<file path="config.mk">
export PLATFORM = sky130hd
export DESIGN_NAME = alu_issue_stage
export DESIGN_NICKNAME = d
export VERILOG_FILES = /design/src/rtl/alu_issue_stage.sv
export SDC_FILE = /design/constraint.sdc
export NUM_CORES = 1
export LEC_CHECK = 0
export BUFFER_PORTS_ARGS = -buffer_cell sky130_fd_sc_hd__buf_2
export CAP_MARGIN = 40
export CORE_MARGIN = 2
export CORE_UTILIZATION = 45
export DETAILED_ROUTE_END_ITERATION = 8
export GPL_ROUTABILITY_DRIVEN = 0
export PLACE_DENSITY = 0.79
export REMOVE_ABC_BUFFERS = 1
export SETUP_SLACK_MARGIN = 0.3
export SLEW_MARGIN = 25
export SYNTH_ARGS = -nofsm -noshare
export SYNTH_HDL_FRONTEND = slang
export SYNTH_SLANG_ARGS = --single-unit
</file>
<file path="constraint.sdc">
create_clock -name clk_i -period 1.8 [get_ports clk_i]
set_clock_uncertainty 0.1 [all_clocks]
set_input_delay 0.36 -clock clk_i [delete_from_list [all_inputs] [get_ports clk_i]]
set_output_delay 0.36 -clock clk_i [all_outputs]
set_load 0.01 [all_outputs]
</file>
<file path="src/rtl/alu_issue_stage.sv">
// alu_issue_stage: decode-to-execute pipeline register in front of the ALU.
// It captures the decoded operation with EX/WB-forwarded operands and the
// immediate selection. A held entry snoops WB writes in place.
// Optional build macro ALU_ISSUE_SKID_EN adds a 1-entry skid buffer and
// registers in_ready_o. The default build has no skid, and in_ready_o is
// then combinational.
module alu_issue_stage #(
  parameter int XLEN = 32,
  parameter int OPW  = 6,
  parameter int RAW  = 5
) (
  input  logic            clk_i,
  input  logic            rst_ni,
  input  logic            in_valid_i,
  output logic            in_ready_o,
  input  logic [OPW-1:0]  ALUop_i,
  input  logic [RAW-1:0]  rs1_addr_i,
  input  logic [RAW-1:0]  rs2_addr_i,
  input  logic [XLEN-1:0] rs1_data_i,
  input  logic [XLEN-1:0] rs2_data_i,
  input  logic [XLEN-1:0] imm_i,
  input  logic            use_imm_i,
  input  logic [RAW-1:0]  rd_addr_i,
  input  logic            reg_write_i,
  input  logic            ex_wr_en_i,
  input  logic [RAW-1:0]  ex_rd_i,
  input  logic [XLEN-1:0] ex_result_i,
  input  logic            wb_wr_en_i,
  input  logic [RAW-1:0]  wb_rd_i,
  input  logic [XLEN-1:0] wb_data_i,
  input  logic            flush_i,
  output logic            out_valid_o,
  input  logic            out_ready_i,
  output logic [OPW-1:0]  ALUop_o,
  output logic [XLEN-1:0] operand_A_o,
  output logic [XLEN-1:0] operand_B_o,
  output logic [4:0]      shamt_o,
  output logic [RAW-1:0]  rd_addr_o,
  output logic            reg_write_o
);

  // One issued instruction. The source indices and use_imm flag are kept so
  // that a stalled entry can still pick up late WB results.
  typedef struct packed {
    logic [OPW-1:0]  op;
    logic [XLEN-1:0] a;
    logic [XLEN-1:0] b;
    logic [RAW-1:0]  rs1;
    logic [RAW-1:0]  rs2;
    logic            use_imm;
    logic [RAW-1:0]  rd;
    logic            rw;
  } entry_t;

  // Bypass resolution for one source. x0 always reads zero, and EX beats WB.
  function automatic logic [XLEN-1:0] fwd(input logic [RAW-1:0]  idx,
                                          input logic [XLEN-1:0] rf_data);
    logic [XLEN-1:0] r;
    if (idx == '0)                          r = '0;
    else if (ex_wr_en_i && ex_rd_i == idx)  r = ex_result_i;
    else if (wb_wr_en_i && wb_rd_i == idx)  r = wb_data_i;
    else                                    r = rf_data;
    return r;
  endfunction

  // A fresh entry built from the decode inputs with forwarding applied.
  function automatic entry_t incoming();
    entry_t e;
    e.op      = ALUop_i;
    e.a       = fwd(rs1_addr_i, rs1_data_i);
    e.b       = use_imm_i ? imm_i : fwd(rs2_addr_i, rs2_data_i);
    e.rs1     = rs1_addr_i;
    e.rs2     = rs2_addr_i;
    e.use_imm = use_imm_i;
    e.rd      = rd_addr_i;
    e.rw      = reg_write_i;
    return e;
  endfunction

  // A waiting entry absorbs a WB write to one of its sources.
  // An immediate operand B is never overwritten.
  function automatic entry_t snoop(input entry_t e);
    entry_t r;
    r = e;
    if (wb_wr_en_i && wb_rd_i != '0) begin
      if (wb_rd_i == e.rs1)                r.a = wb_data_i;
      if (!e.use_imm && wb_rd_i == e.rs2)  r.b = wb_data_i;
    end
    return r;
  endfunction

  logic   valid_q, valid_d;
  entry_t entry_q, entry_d;
  logic   main_free;
  logic   accept;

  assign main_free = !valid_q || out_ready_i;
  assign accept    = in_valid_i && in_ready_o && !flush_i;

`ifdef ALU_ISSUE_SKID_EN
  logic   skid_valid_q, skid_valid_d;
  entry_t skid_q, skid_d;
  logic   ready_q, ready_d;

  assign in_ready_o = ready_q;

  // Next state for the main and skid entries. Flush beats drain, capture and hold.
  always_comb begin
    // NOTE: every always_comb target gets a default first so no path can infer a latch.
    valid_d      = valid_q;
    entry_d      = entry_q;
    skid_valid_d = skid_valid_q;
    skid_d       = skid_q;
    if (flush_i) begin
      valid_d      = 1'b0;
      skid_valid_d = 1'b0;
    end else if (main_free) begin
      if (skid_valid_q) begin
        // The skid is full, so in_ready_o is low and nothing new can arrive this cycle.
        valid_d      = 1'b1;
        entry_d      = snoop(skid_q);
        skid_valid_d = 1'b0;
      end else begin
        valid_d = accept;
        if (accept) entry_d = incoming();
      end
    end else begin
      entry_d = snoop(entry_q);
      if (skid_valid_q) begin
        skid_d = snoop(skid_q);
      end else if (accept) begin
        skid_valid_d = 1'b1;
        skid_d       = incoming();
      end
    end
    ready_d = !skid_valid_d;
  end

  // Skid buffer and registered ready.
  always_ff @(posedge clk_i or negedge rst_ni) begin
    if (!rst_ni) begin
      skid_valid_q <= 1'b0;
      skid_q       <= '0;
      ready_q      <= 1'b1;
    end else begin
      skid_valid_q <= skid_valid_d;
      skid_q       <= skid_d;
      ready_q      <= ready_d;
    end
  end
`else
  assign in_ready_o = main_free;

  // Next state for the main entry. Flush beats capture and hold, and a held entry snoops WB.
  always_comb begin
    // NOTE: every always_comb target gets a default first so no path can infer a latch.
    valid_d = valid_q;
    entry_d = entry_q;
    if (flush_i) begin
      valid_d = 1'b0;
    end else if (main_free) begin
      valid_d = accept;
      if (accept) entry_d = incoming();
    end else begin
      entry_d = snoop(entry_q);
    end
  end
`endif

  // Main output register. Reset clears the valid bit and all data.
  always_ff @(posedge clk_i or negedge rst_ni) begin
    // NOTE: the datapath is reset too, not just valid, because every output must read 0 in reset.
    if (!rst_ni) begin
      valid_q <= 1'b0;
      entry_q <= '0;
    end else begin
      // NOTE: sequential state uses <= so every flop samples pre-edge values.
      valid_q <= valid_d;
      entry_q <= entry_d;
    end
  end

  assign out_valid_o = valid_q;
  assign ALUop_o     = entry_q.op;
  assign operand_A_o = entry_q.a;
  assign operand_B_o = entry_q.b;
  assign shamt_o     = entry_q.b[4:0];
  assign rd_addr_o   = entry_q.rd;
  assign reg_write_o = entry_q.rw;

endmodule

</file>
==> metrics, run 1 <==
clk slew on worst S/H paths 0.06 ns; Clk Latency, worst-skew pair 0.35 ns; Tot GR Track Use 33.3%; Register-to-Register Path Depth 6; CTS tree yes; mux cell area share after synthesis 3.60%; Pwr Total 7.03 mW; Buf/Inv on CP 1; H-tree depth 3; share of cells above drive strength 1 53.8%; wire per inst 25.0 um; n_diodes 0; Largest delay share family, worst path compound AO/OA/AOI/OAI gates; Mean Syn Cell Area 9.01 um^2; critical path class reg -> reg; Crit. End Element flop; crit share post-route 110%; Gate power share 38.4%; Detailed Routing Iterations Pass 1 5; hold depth 2; register area share after synthesis 32.0%; Power Internal 4.65 mW; register area 0.00220 mm^2; endpoints failing setup 86; largest net degree at the start of global routing 81; failing checks negative setup slack; Final Hold Slack 0.139 ns; fmax 504 MHz; compound-gate portion of the synthesized area 32.1%; Layout area overhead 40.2%; worst-margin pin slew 0.571 ns; # clock sinks 88; Final ANT Viol Nets 0; sequential share of power 36.9%; total number of cells along the worst setup path 6; min cycle time layout 1.98 ns; Die ar. 0.0163 mm^2; xor/xnor cell area share of the yosys netlist 3.82%; switching fraction of total power 33.9%; port bufs 282; crit path DAT 2.11 ns; Ports 283; Rel. slew slack 61.9%; Initial Util 45.5%; RSZ-0062 raised after global routing true; Vias 7774; Leak Pwr 4.49 nW; Yosys reg bits 88; critical path cell sequence xnor2_1 -> nand2_2 -> nor4_4 -> buf_6 -> o21ai_4 -> a221o_1; vias in the first global route 7581; outcome finished with violations; fill count 1178; Die Y 128 um; Synth Area in Adders 0%; Final #Nets 1193; crit start category flop; std cell rows 45; simple-gate area share of the yosys netlist 11.1%; worst-path maximum fanout 8; Core Util, Final 63.9%; first-pass GRT wire length 41.9 mm; Total Neg Setup Slack -8.38 ns; Sw Pwr 2.39 mW; Mapped Area 0.00687 mm^2; FF-to-FF setup slack -0.18 ns; max-slew violations 0; area occupied by multi-input gates 0.00413 mm^2; max_cap viols 0; Residual DRC 0; Root Driver clkbuf_16; Worst path slowest cell dfrtp_1; largest family of logic cells by synthesized area compound AO/OA/AOI/OAI gates; Detailed Place HPWL 18.0 mm; Die X 128 um; Worst EP required 1.93 ns; Yosys cell types 49; Synth warnings 0; Core Region 0.0151 mm^2; Longest Clk Path Bufs 2; Max IR drop VDD 0.673 mV; antenna violations before repair 0; Hold Path Class in -> reg; post-DR vias/cell 6.57; Initial DRC Count 978; Mapped Cells 763; global route total overflow 0; setup slack after layout -0.182 ns; Total Wirelength 29.6 mm; number of buffers created by CTS 9; Worst path max stage delay 0.40 ns; Clk pwr share 24.8%; DP Worst Slack -0.423 ns; power density over the cells 730 mW/mm^2; Hold Fails Final Rpt 0
## Yosys cell counts, drive strengths merged
master,instances,share of area (%)
a221o,30,4.4
a21boi,2,0.22
o21ai,63,4.6
a31oi,32,2.9
xor2,20,2.5
inv,53,2.9
and3,35,3.3
mux2,22,3.6
o211ai,2,0.36
nand2,5,0.27
buf,109,11
a221oi,32,5.4
nor2,7,0.38
o22ai,15,1.4
o221ai,19,2.4
nand3,33,2.5
or4,3,0.38
nand4,1,0.091
nor4,5,0.98
a21oi,2,0.20
o31ai,2,0.22
a2111oi,2,0.25
xnor2,10,1.3
nor2b,2,0.18
dfrtp,88,32
a22o,13,1.7
clkinv,1,0.073
clkbuf,53,2.9
a21o,2,0.22
o21ba,15,2.2
and2,3,0.27
a22oi,17,1.9
nor3,16,1.2
or3,17,1.5
o21a,1,0.11
a31o,30,3.8
and4,1,0.13
## placed cells by master (no fill, tap or decap), types with 16 or more instances in the layout
master	Yosys	routed
xor2_1	20	19
a22oi_1	17	17
o21ai_0	62	58
mux2_4	0	22
buf_4	84	52
a31oi_1	32	32
dfrtp_1	88	88
or3_1	17	16
buf_12	0	24
nand3_1	32	31
a221o_1	30	30
a31o_2	30	30
inv_1	53	53
buf_2	17	279
and3_1	34	32
a221oi_2	14	18
## cells by family (layout without fill, tap and decap cells)
group,count (synthesis),in the layout
flops,88,88
simple gates,128,131
compound gates,279,282
buf+inv,216,443
xor+xnor,30,30
mux,22,22
## worst register-to-register path, stage by stage (launching register included)
cell,delay [ns]
dfrtp_1,0.40
xnor2_1,0.22
nand2_2,0.10
nor4_4,0.32
buf_6,0.22
o21ai_4,0.16
a221o_1,0.35
## power by group through the flow
stage,Sequential (mW),Combinational (mW),Clock (mW)
finish,2.59,2.70,1.74
global route,2.62,2.85,1.84
CTS,2.57,2.39,1.77
detailed placement,2.60,2.23,0
global placement,2.59,2.18,0
floorplan,2.73,0.906,0
## per-layer routing
layer	wire, um	track usage (%)	part of all wire (%)
met5	0	0	0
met4	1280	16.7	4.3
met3	3080	6.45	10
met2	14300	56.2	48
met1	11000	40.6	37
## final timing paths
path / from / endpoint
worst min-delay path: rd_addr_i[4] / rd_addr_o[4]$_DFFE_PN0P_
worst min register to register: rd_addr_o[1]$_DFFE_PN0P_ / rd_addr_o[1]$_DFFE_PN0P_
min in group asynchronous: rst_ni / operand_B_o[6]$_DFFE_PN0P_
worst max register to register: entry_q[14]$_DFFE_PN0P_ / operand_A_o[6]$_DFFE_PN0P_
max in group asynchronous: rst_ni / operand_B_o[14]$_DFFE_PN0P_
worst max-delay path: entry_q[14]$_DFFE_PN0P_ / operand_A_o[6]$_DFFE_PN0P_
## registers in the layout (all words and copies together), names as in the netlist
signal / flops
operand_B_o: 32
entry_q: 11
rd_addr_o: 5
ALUop_o: 6
reg_write_o: 1
out_valid_o: 1
operand_A_o: 32
## final cells by class
type,instances,share of cell area [%]
multi-input cells,465,42.9
repair buffers,375,27.1
flip-flops and latches,88,22.9
clock buffers,13,2.60
well taps,188,2.44
inverters,54,2.13
clock inverters,1,0.0519
## repair_timing
item,CTS,global route
hold buffers,1,0
pin swaps,43,27
hold endpoints to repair,8,0
resized for setup,44,87
setup buffers,7,7
cloned,9,6
endpoints found under the setup margin,88,88
## metrics by stage
step,instance area (um^2),cells
floorplan,5890,601
global placement,8350,1140
detailed placement,8350,1140
CTS,9040,1171
global route,9640,1184
finish,9640,1184
No activity file was read; power rests on OpenSTA's default activity.
==> inputs of run 2 (changes only) <==
--- a/config.mk
+++ b/config.mk
@@ -7,11 +7,12 @@
 export LEC_CHECK = 0
 export BUFFER_PORTS_ARGS = -buffer_cell sky130_fd_sc_hd__buf_2
 export CAP_MARGIN = 40
+export CORE_ASPECT_RATIO = 1.25
 export CORE_MARGIN = 2
-export CORE_UTILIZATION = 45
+export CORE_UTILIZATION = 46
+export CTS_BUF_LIST = sky130_fd_sc_hd__clkbuf_2
 export DETAILED_ROUTE_END_ITERATION = 8
-export GPL_ROUTABILITY_DRIVEN = 0
-export PLACE_DENSITY = 0.79
+export PLACE_DENSITY = 0.8
 export REMOVE_ABC_BUFFERS = 1
 export SETUP_SLACK_MARGIN = 0.3
 export SLEW_MARGIN = 25
==> run 2 against run 1 <==
Effect of this change: the flow still finishes with violations (negative setup slack); largest cell class is now buffers; count of clock-buffer cells in the layout shrank 2; hold slack lost 0.12 ns; total power shrank 0.56%; core utilization grew 13 points; critical path depth grew 1; clock power shrank 45%; cell count grew 13%; worst setup slack lost 0.16 ns; first-iteration DRC count shrank 0.51%; via count grew 15%; largest power group unchanged; highest routed layer unchanged.
==> metrics, run 2 (same netlist as run 1, synthesis figures left out) <==
Die Y 141 um (+10%); Detailed Place HPWL 18.4 mm (+2.1%); Hold Fails Final Rpt 0 (unchanged); Rel. slew slack 61.8% (-0.11 points); setup slack after layout -0.337 ns (-0.155 ns); port bufs 282 (unchanged); Final #Nets 1352 (+13%); Crit. End Element flop; std cell rows 49 (+8.9%); Tot GR Track Use 38.5% (+5.2 points); Leak Pwr 5.22 nW (+16%); min-delay src rs2_addr_i[0]; vias in the first global route 8918 (+18%); global route total overflow 0 (unchanged); most common cell after layout, fill and taps aside buf_2; clk slew on worst S/H paths 0.29 ns (+0.23 ns); Die ar. 0.0159 mm^2 (-2.1%); H-tree depth 3 (unchanged); Final Wtd Congestion 0.878; Clk Latency, worst-skew pair 0.61 ns (+0.26 ns); Vias 8944 (+15%); # clock sinks 88 (unchanged); outcome finished with violations; critical path class reg -> reg; r2r startpoint out_valid_o$_DFFE_PN0P_; Core Util, Final 77.3% (+13 points); wire per inst 26.3 um (+5.0%); power density over the cells 623 mW/mm^2 (-15%); antenna violations before repair 2 (+2); Core Region 0.0145 mm^2 (-3.7%); CP Launch Point out_valid_o$_DFFE_PN0P_; Residual DRC 0 (unchanged); post-DR vias/cell 6.69 (+1.9%); fmax 468 MHz (-7.3%); Max IR drop VDD 0.464 mV (-31%); crit start category flop; Hold Path Class in -> reg; first-pass GRT wire length 47.5 mm (+13%); crit share post-route 119% (+8.6 points); CTS tree yes; max_cap viols 0 (unchanged); largest net degree at the start of global routing 89 (+9.9%); worst-margin pin slew 0.573 ns (+0.00161 ns); endpoints failing setup 82 (-4.7%); RSZ-0062 raised after global routing true; max-slew violations 0 (unchanged); number of buffers created by CTS 9 (unchanged); FF-to-FF setup slack -0.34 ns (-0.16 ns); crit path DAT 2.57 ns (+0.46 ns); Total Neg Setup Slack -13.03 ns (-4.64 ns); Ports 283 (unchanged); Longest Clk Path Bufs 2 (unchanged); share of cells above drive strength 1 50.8% (-3.0 points); Total Wirelength 35.1 mm (+19%); most frequent cells in the layout buf_2 (261), dlygate4sd3_1 (116), buf_4 (97), dfrtp_1 (88), o21ai_0 (57); Die X 113 um (-11%); worst-path maximum fanout 13 (+5); Layout area overhead 63.4%; Final ANT Viol Nets 0 (unchanged); Worst EP required 2.23 ns (+0.30 ns); Root Driver clkbuf_2; Detailed Routing Iterations Pass 1 8 (+3); Initial Util 47.3% (+1.8 points); min cycle time layout 2.14 ns (+0.155 ns); Initial DRC Count 973 (-0.51%); failing checks negative setup slack
## run 2: per-layer routing
metal | GRT usage [%] | vias to the layer above | wire, um
li1 | - | 3589 | -
met1 | 41.8 | 4151 | 11300
met2 | 65.7 | 896 | 16900
met3 | 8.77 | 308 | 3790
met4 | 27.5 | 0 | 3160
met5 | 0 | - | 0
## run 2: worst paths after layout
path / to / depth (start not counted)
worst min-delay path: entry_q[7]$_DFFE_PN0P_ / 3
max in group asynchronous: entry_q[6]$_DFFE_PN0P_ / 3
worst min register to register: entry_q[6]$_DFFE_PN0P_ / 1
worst max register to register: operand_B_o[17]$_DFFE_PN0P_ / 7
worst max-delay path: operand_B_o[17]$_DFFE_PN0P_ / 7
min in group asynchronous: operand_B_o[28]$_DFFE_PN0P_ / 3
## run 2: worst max-delay path: stages, from the launching register on
cell       delay [ns]
dfrtp_1          0.41
nor2b_4          0.20
buf_4            0.16
o211ai_2         0.13
a21o_4           0.27
buf_6            0.17
a2111oi_1        0.48
o22ai_1          0.15
## run 2: report_power, final
group / switching [mW] / total [mW] / internal [mW]
clock: 0.784 / 0.961 / 0.177
combinational: 1.57 / 3.42 / 1.85
sequential: 0.276 / 2.61 / 2.34
## run 2: area by class of cell
class / count / area (um^2)
flip-flops and latches: 88 / 2200
inverters: 54 / 208
diodes: 2 / 5.00
well taps: 178 / 223
fillers: 878 / 3300
clock inverters: 5 / 23.8
multi-input cells: 460 / 4220
repair buffers: 539 / 4300
clock buffers: 11 / 55.1
## run 2: timing repair
action | in CTS | in global routing
gates resized for setup | 65 | 101
pin swaps | 16 | 24
endpoints found under the setup margin | 170 | 170
hold endpoints to repair | 170 | 2
hold buffers | 114 | 2
gates cloned | 9 | 2
setup buffers | 37 | 27
## run 2: stage by stage
stage	power (mW)	cells	instance area, um^2	setup WS, ns	hold slack (ns)
after floorplan	3.63	601	5890	-3.13	-0.0356
after global placement	4.77	1128	8330	-0.537	0.347
after detailed placement	4.84	1128	8330	-0.659	0.352
after CTS	6.32	1304	10400	-0.162	0.000650
after global routing	7.20	1337	11200	-0.336	0.000873
final	6.99	1337	11200	-0.337	0.0190
